**config.mk**
```make
export PLATFORM = sky130hd
export DESIGN_NAME = mc_ctrl_fsm_flat
export DESIGN_NICKNAME = d
export VERILOG_FILES = /design/src/rtl/mc_ctrl_if.sv /design/src/rtl/mc_ctrl_fsm.sv /design/src/flat_wrapper.sv
export SDC_FILE = /design/constraint.sdc
export NUM_CORES = 1
export LEC_CHECK = 0
export CORE_ASPECT_RATIO = 2
export CORE_MARGIN = 2
export CORE_UTILIZATION = 39
export CTS_CLUSTER_SIZE = 24
export DETAILED_ROUTE_END_ITERATION = 16
export PLACE_DENSITY_LB_ADDON = 0.08
export SETUP_SLACK_MARGIN = 0.3
export SYNTH_ARGS = -nofsm -noshare
export SYNTH_HDL_FRONTEND = slang
export SYNTH_SLANG_ARGS = --single-unit
```
**constraint.sdc**
```tcl
create_clock -name clk -period 3.95 [get_ports clk]
set_input_delay 0.5925 -clock clk [delete_from_list [all_inputs] [get_ports clk]]
set_output_delay 0.5925 -clock clk [all_outputs]
set_load 0.01 [all_outputs]
```
**src/rtl/mc_ctrl_if.sv**
```systemverilog
// Control-unit bus: datapath-facing inputs (IR, debug controls) and every
// stage-register / architectural write enable plus status and counters.
interface mc_ctrl_if #(
  parameter int unsigned CNT_W = 32
);
  logic [31:0]      instr;
  logic             halt_req;
  logic             step;
  logic             ir_we;
  logic             dec_we;
  logic             alu_we;
  logic             mdr_we;
  logic             pc_we;
  logic             rf_we;
  logic             mem_we;
  logic             halted;
  logic             illegal;
  logic [2:0]       state;
  logic [CNT_W-1:0] cycle_cnt;
  logic [CNT_W-1:0] instret;

  // Datapath / debugger side
  modport master (
    output instr, halt_req, step,
    input  ir_we, dec_we, alu_we, mdr_we, pc_we, rf_we, mem_we,
    input  halted, illegal, state, cycle_cnt, instret
  );

  // Control unit side
  modport slave (
    input  instr, halt_req, step,
    output ir_we, dec_we, alu_we, mdr_we, pc_we, rf_we, mem_we,
    output halted, illegal, state, cycle_cnt, instret
  );
endinterface

```
**src/rtl/mc_ctrl_fsm.sv**
```systemverilog
// Multi-cycle RV32I control unit: IF/ID/EX/MEM/WB sequencing with memory
// wait states, debug halt/single-step, illegal-opcode trap and counters.
module mc_ctrl_fsm #(
  parameter int unsigned IMEM_LAT = 0,
  parameter int unsigned DMEM_LAT = 0,
  parameter int unsigned CNT_W    = 32
) (
  input  logic      clk,
  input  logic      rst,
  mc_ctrl_if.slave  bus
);

  typedef enum logic [2:0] {
    S_IF   = 3'd0,
    S_ID   = 3'd1,
    S_EX   = 3'd2,
    S_MEM  = 3'd3,
    S_WB   = 3'd4,
    S_HALT = 3'd5
  } state_t;

  typedef enum logic [2:0] {
    C_ALU, C_LOAD, C_STORE, C_BRANCH, C_JUMP, C_ILL
  } cls_t;

  localparam logic [3:0] IMEM_W = 4'(IMEM_LAT);
  localparam logic [3:0] DMEM_W = 4'(DMEM_LAT);

  state_t           r_state;
  state_t           w_state_nxt;
  state_t           w_after_retire;
  logic [3:0]       r_wait;
  logic             r_step_mode;
  logic             r_illegal;
  logic [CNT_W-1:0] r_cycle_cnt;
  logic [CNT_W-1:0] r_instret;
  cls_t             w_cls;
  logic             w_retire;
  logic             w_unused_instr;

  assign w_unused_instr = ^bus.instr[31:7];

  // Opcode class decode from the latched IR
  always_comb begin
    w_cls = C_ILL;
    case (bus.instr[6:0])
      7'b0110011, 7'b0010011,
      7'b0110111, 7'b0010111: w_cls = C_ALU;
      7'b0000011:             w_cls = C_LOAD;
      7'b0100011:             w_cls = C_STORE;
      7'b1100011:             w_cls = C_BRANCH;
      7'b1101111, 7'b1100111: w_cls = C_JUMP;
      default:                w_cls = C_ILL;
    endcase
  end

  // Stores retire at the end of MEM; everything else retires in WB
  assign w_retire = (r_state == S_WB) ||
                    (r_state == S_MEM && r_wait == DMEM_W && w_cls == C_STORE);

  assign w_after_retire = (bus.halt_req || r_step_mode) ? S_HALT : S_IF;

  // State register and wait counter (counter only runs in IF and MEM)
  always_ff @(posedge clk or posedge rst) begin
    if (rst) begin
      r_state <= S_IF;
      r_wait  <= '0;
    end else begin
      r_state <= w_state_nxt;
      if (w_state_nxt != r_state)
        r_wait <= '0;
      else if (r_state == S_IF || r_state == S_MEM)
        r_wait <= r_wait + 4'd1;
    end
  end

  // Next-state logic
  always_comb begin
    w_state_nxt = r_state;
    case (r_state)
      S_IF:   if (r_wait == IMEM_W) w_state_nxt = S_ID;
      S_ID:   w_state_nxt = (w_cls == C_ILL) ? S_HALT : S_EX;
      S_EX:   w_state_nxt = (w_cls == C_LOAD || w_cls == C_STORE) ? S_MEM : S_WB;
      S_MEM:  if (r_wait == DMEM_W)
                w_state_nxt = (w_cls == C_STORE) ? w_after_retire : S_WB;
      S_WB:   w_state_nxt = w_after_retire;
      S_HALT: if (!r_illegal && (bus.step || !bus.halt_req)) w_state_nxt = S_IF;
      default: w_state_nxt = S_IF;
    endcase
  end

  // Stage-register and write enables, decoded from state, wait count and class
  always_comb begin
    bus.ir_we  = 1'b0;
    bus.dec_we = 1'b0;
    bus.alu_we = 1'b0;
    bus.mdr_we = 1'b0;
    bus.pc_we  = 1'b0;
    bus.rf_we  = 1'b0;
    bus.mem_we = 1'b0;
    case (r_state)
      S_IF:  bus.ir_we  = (r_wait == IMEM_W);
      S_ID:  bus.dec_we = (w_cls != C_ILL);
      S_EX:  bus.alu_we = 1'b1;
      S_MEM: if (r_wait == DMEM_W) begin
               bus.mdr_we = (w_cls == C_LOAD);
               bus.mem_we = (w_cls == C_STORE);
               bus.pc_we  = (w_cls == C_STORE);
             end
      S_WB:  begin
               bus.pc_we = 1'b1;
               bus.rf_we = (w_cls == C_ALU) || (w_cls == C_LOAD) || (w_cls == C_JUMP);
             end
      default: ;
    endcase
  end

  // Sticky illegal flag, single-step latch and performance counters
  always_ff @(posedge clk or posedge rst) begin
    if (rst) begin
      r_illegal   <= 1'b0;
      r_step_mode <= 1'b0;
      r_cycle_cnt <= '0;
      r_instret   <= '0;
    end else begin
      if (r_state == S_ID && w_cls == C_ILL)
        r_illegal <= 1'b1;
      if (w_retire)
        r_step_mode <= 1'b0;
      else if (r_state == S_HALT && !r_illegal && bus.step)
        r_step_mode <= 1'b1;
      if (r_state != S_HALT)
        r_cycle_cnt <= r_cycle_cnt + CNT_W'(1);
      if (w_retire)
        r_instret <= r_instret + CNT_W'(1);
    end
  end

  assign bus.halted    = (r_state == S_HALT);
  assign bus.illegal   = r_illegal;
  assign bus.state     = r_state;
  assign bus.cycle_cnt = r_cycle_cnt;
  assign bus.instret   = r_instret;

endmodule

```
**src/flat_wrapper.sv**
```systemverilog
// flat-port wrapper written by rule: the top's interface ports become plain ports
module mc_ctrl_fsm_flat 
#(
  parameter int unsigned IMEM_LAT = 0,
  parameter int unsigned DMEM_LAT = 0,
  parameter int unsigned CNT_W    = 32
)
  (clk, rst, bus_instr, bus_halt_req, bus_step, bus_ir_we, bus_dec_we, bus_alu_we, bus_mdr_we, bus_pc_we, bus_rf_we, bus_mem_we, bus_halted, bus_illegal, bus_state, bus_cycle_cnt, bus_instret);
  mc_ctrl_if #(.CNT_W(CNT_W)) bus_i ();
  input  logic clk;
  input  logic rst;
  input wire logic [$bits(bus_i.instr)-1:0] bus_instr;
  input wire logic [$bits(bus_i.halt_req)-1:0] bus_halt_req;
  input wire logic [$bits(bus_i.step)-1:0] bus_step;
  output wire logic [$bits(bus_i.ir_we)-1:0] bus_ir_we;
  output wire logic [$bits(bus_i.dec_we)-1:0] bus_dec_we;
  output wire logic [$bits(bus_i.alu_we)-1:0] bus_alu_we;
  output wire logic [$bits(bus_i.mdr_we)-1:0] bus_mdr_we;
  output wire logic [$bits(bus_i.pc_we)-1:0] bus_pc_we;
  output wire logic [$bits(bus_i.rf_we)-1:0] bus_rf_we;
  output wire logic [$bits(bus_i.mem_we)-1:0] bus_mem_we;
  output wire logic [$bits(bus_i.halted)-1:0] bus_halted;
  output wire logic [$bits(bus_i.illegal)-1:0] bus_illegal;
  output wire logic [$bits(bus_i.state)-1:0] bus_state;
  output wire logic [$bits(bus_i.cycle_cnt)-1:0] bus_cycle_cnt;
  output wire logic [$bits(bus_i.instret)-1:0] bus_instret;
  assign bus_i.instr = bus_instr;
  assign bus_i.halt_req = bus_halt_req;
  assign bus_i.step = bus_step;
  assign bus_ir_we = bus_i.ir_we;
  assign bus_dec_we = bus_i.dec_we;
  assign bus_alu_we = bus_i.alu_we;
  assign bus_mdr_we = bus_i.mdr_we;
  assign bus_pc_we = bus_i.pc_we;
  assign bus_rf_we = bus_i.rf_we;
  assign bus_mem_we = bus_i.mem_we;
  assign bus_halted = bus_i.halted;
  assign bus_illegal = bus_i.illegal;
  assign bus_state = bus_i.state;
  assign bus_cycle_cnt = bus_i.cycle_cnt;
  assign bus_instret = bus_i.instret;
  mc_ctrl_fsm #(.IMEM_LAT(IMEM_LAT), .DMEM_LAT(DMEM_LAT), .CNT_W(CNT_W)) u_core (.clk(clk), .rst(rst), .bus(bus_i));
endmodule
```
==> metrics.md <==
| Metric | Value |
|---|---|
| Clock transition at path regs | `~0.060 ns` |
| CP dominant cell by count | `clkdlybuf4s50_1` |
| Mux cell area share after synthesis | `less than 1%` |
| Worst EP arrival | `roughly 2.6 ns` |
| Post-CTS sizing | `0` |
| Wire length per cell | `15.6 µm` |
| Initial antenna violation count | `0` |
| Area Overhead vs Synth | `35.4%` |
| RePlAce Congestion | `0.832` |
| Root buf cell | `clkbuf_16` |
| Top cell type's share of synthesized area | `approximately half` |
| Cell variety after synth | `53` |
| CTS H-Tree Depth | `3` |
| Max frequency | `between 300 and 400 MHz` |
| Via count | `approximately 2800` |
| Post-Layout Inst Area | `roughly 0.005 mm²` |
| Count leader, synth | `dfrtp_1` |
| Syn Area/Cell | `approximately 11 µm²` |
| Async S/R FF share, synth | `100%` |
| Cell count after synthesis | `about 350` |
| CP Class | `in2out` |
| FF/Latch Area | `approximately 0.0018 mm²` |
| DRC violations left | `0` |
| Die Y | `141 µm` |
| Sequential cell area fraction in the yosys report | `49.7%` |
| DP Area | `0.00462 mm²` |
| Post-synth top cells | `dfrtp_1, xnor2_1, xor2_1` |
| Clock Path Buffers | `2` |
| Worst Path Max Fanout | `6` |
| Switch share | `between 20% and 30%` |
| Hold Crit Class | `reg2reg` |
| Routed WL | `~8500 µm` |
| Final net count | `roughly 480` |
| Leak | `2.17 nW` |
| Status | `complete, no violations` |
| Number of I/O port buffers | `86` |
| Hold-fix buffers, CTS | `0` |
| CTS buffer count | `9` |
| Worst IR Drop VDD | `~0.34 mV` |
| Setup Skew | `0.00543 ns` |
| Final hold vios | `0` |
| Synthesis-stage register bit count | `73` |
| Sequential power share | `38.2%` |
| Critical Path Max Stage Delay | `0.57 ns` |
| Number of fill cells in the layout | `between 800 and 900` |
| YS warnings | `0` |
| WP data required | `approximately 3.4 ns` |
| Setup TNS | `0 ns` |
| Slew Limit Fails | `0` |
| Combinational Power Share | `23.8%` |
| Fin crit period | `3.19 ns` |
| Clock network fraction of design power | `approximately 38%` |
| Later-pin clock latency in the skew report | `0.33 ns` |
| Via count of the first global-routing pass | `about 2900` |
| P_sw | `between 0.7 and 0.8 mW` |
| Full die area | `about 0.01 mm²` |
| Slew @ Worst Pin | `between 0.9 and 1 ns` |
| PD cells | `507 mW/mm²` |
| Global Route Usage Sum | `roughly 18%` |
| Dpl hpwl | `between 6000 and 7000 µm` |
| Post-DRT Antenna Nets | `0` |
| Area of the mapped netlist | `approximately 0.0037 mm²` |
| Post-CTS setup buffers | `0` |
| Startpoint type of the worst setup path | `primary input` |
| Chip width | `around 73 µm` |
| Ports | `112` |
| First-pass GRT wire length | `roughly 14000 µm` |
| Final Cycle Share | `80.7%` |
| CP bufs+invs | `2` |
| Gr ovfl total | `0` |
| Post-synthesis compound-gate area fraction | `under 10%` |
| Adder-cell share of the synthesized area | `under 10%` |
| Share of layout cells above drive strength 1 | `under 10%` |
| Footprint of the multi-input gates | `0.00173 mm²` |
| Core footprint | `approximately 0.009 mm²` |
| Crit. End Element | `output port` |
| # clock sinks | `73` |
| Initial detailed-routing violation count | `between 100 and 150` |
| Largest net degree at the start of global routing | `74` |
| Synth Flop Type | `dfrtp_1` |
| Main combinational cell family by area after synthesis | `simple AND/OR/NAND/NOR gates` |
| Drt via density | `approximately 5.2` |
| Synth area leader | `dfrtp_1` |
| Number of synthesized flops with an enable pin | `0` |
| Site Rows | `50` |
| CP Cell Sequence | `clkdlybuf4s50_1 -> nor4b_2 -> and4bb_4 -> or2_2 -> clkdlybuf4s50_1` |
| Area contributors post-synth | `dfrtp_1, xnor2_1, xor2_1` |
| Ant. Diodes | `0` |
| Final setup vio count | `0` |
| Slew HR | `a little under two fifths` |
| Initial core utilization | `around 40%` |
| Cell family with most CP delay | `buffers and inverters` |
| Int Pwr | `1.79 mW` |
| Simple-gate area share of the yosys netlist | `24.1%` |
| Synth Net Count | `approximately 390` |
| CP max stage cell | `clkdlybuf4s50_1` |
| CTS tree | `built` |
| First-pass detailed-route iteration total | `4` |
| Synth Area in XOR/XNOR | `~16%` |
| Max Cap Viol | `0` |
| Unrepaired setup endpoints after global routing | `no` |
==> state kept, by name, summed over array words and instances, names as in the netlist <==
name / flops
u_core.bus.illegal: 1
u_core.bus.state: 3
u_core.bus.cycle_cnt: 32
u_core.r_step_mode: 1
u_core.r_wait: 4
u_core.bus.instret: 32
==> routing by layer <==
metal	up-vias	GRT usage [%]	wire (µm)	share of wire [%]
met5	-	0	0	0
met1	1370	19.6	3390	40
met2	81	30.1	4480	53
li1	1372	-	-	-
met4	0	8.38	210	2.5
met3	16	4.90	383	4.5
==> layout by cell type, fill, tap and decap left out, drive strengths merged, types with 5 or more instances in the layout <==
| cell | n |
|---|---|
| nand2 | 30 |
| clkdlybuf4s50 | 86 |
| inv | 17 |
| nand2b | 6 |
| xor2 | 32 |
| nor3 | 23 |
| dfrtp | 73 |
| nor2 | 23 |
| clkbuf | 12 |
| nor4 | 6 |
| nand4 | 17 |
| nand3 | 18 |
| xnor2 | 34 |
| a211oi | 5 |
| and3 | 8 |
==> worst reg2reg max path, stage by stage, from the launching register on <==
cell       delay (ns)
dfrtp_1          0.42
inv_1            0.08
ha_1             0.13
or3b_4           0.41
and4bb_4         0.41
o2111ai_4        0.31
nor4_1           0.45
xor2_1           0.17
==> worst paths after layout <==
path,slack [ns],depth (start not counted),startpoint,end
max,0.76,5,bus_instr[3],bus_pc_we
min,0.47,1,u_core.bus.instret[31],u_core.bus.instret[31]
max reg2reg,1.50,7,u_core.r_wait[0],u_core.bus.instret[24]
min reg2reg,0.47,1,u_core.bus.instret[31],u_core.bus.instret[31]
max in group asynchronous,2.47,3,rst,u_core.bus.instret[28]
min in group asynchronous,0.86,3,rst,u_core.bus.illegal
==> power groups by stage <==
stage | registers, mW | logic (mW) | clock network, mW
finish | 0.963 | 0.602 | 0.959
global route | 0.981 | 0.653 | 1.02
CTS | 0.965 | 0.612 | 0.984
detailed placement | 0.977 | 0.610 | 0
global placement | 0.975 | 0.600 | 0
floorplan | 0.962 | 0.355 | 0
==> logic make-up after synthesis <==
logic type,Yosys count
buffers and inverters,26
DFF,73
adders and majority gates,4
muxes,2
and+or+nand+nor,152
AOI/OAI and AO/OA,23
xor gates and xnor gates,66
==> metrics by stage <==
step / util (%) / setup WS (ns) / cells / hold slack [ns] / power, mW
after floorplan: - / 1.50 / 346 / 0.504 / 1.32
after global placement: 49.9 / 0.779 / 528 / 0.456 / 1.57
after detailed placement: 49.9 / 0.771 / 528 / 0.459 / 1.59
after CTS: 53.7 / 0.757 / 544 / 0.468 / 2.56
after global routing: 53.7 / 0.684 / 544 / 0.494 / 2.65
final: 53.7 / 0.764 / 544 / 0.466 / 2.52
==> layout make-up <==
type                            instances  share of cell area (%)
Multi-Input combinational cell        247                    34.8
Clock inverter                          4                    1.99
Timing Repair Buffer                   87                    17.5
Clock buffer                           12                    5.15
Inverter                               17                    1.28
Tap cell                              104                    2.62
Sequential cell                        73                    36.7
(Power assumes the default switching activity.)
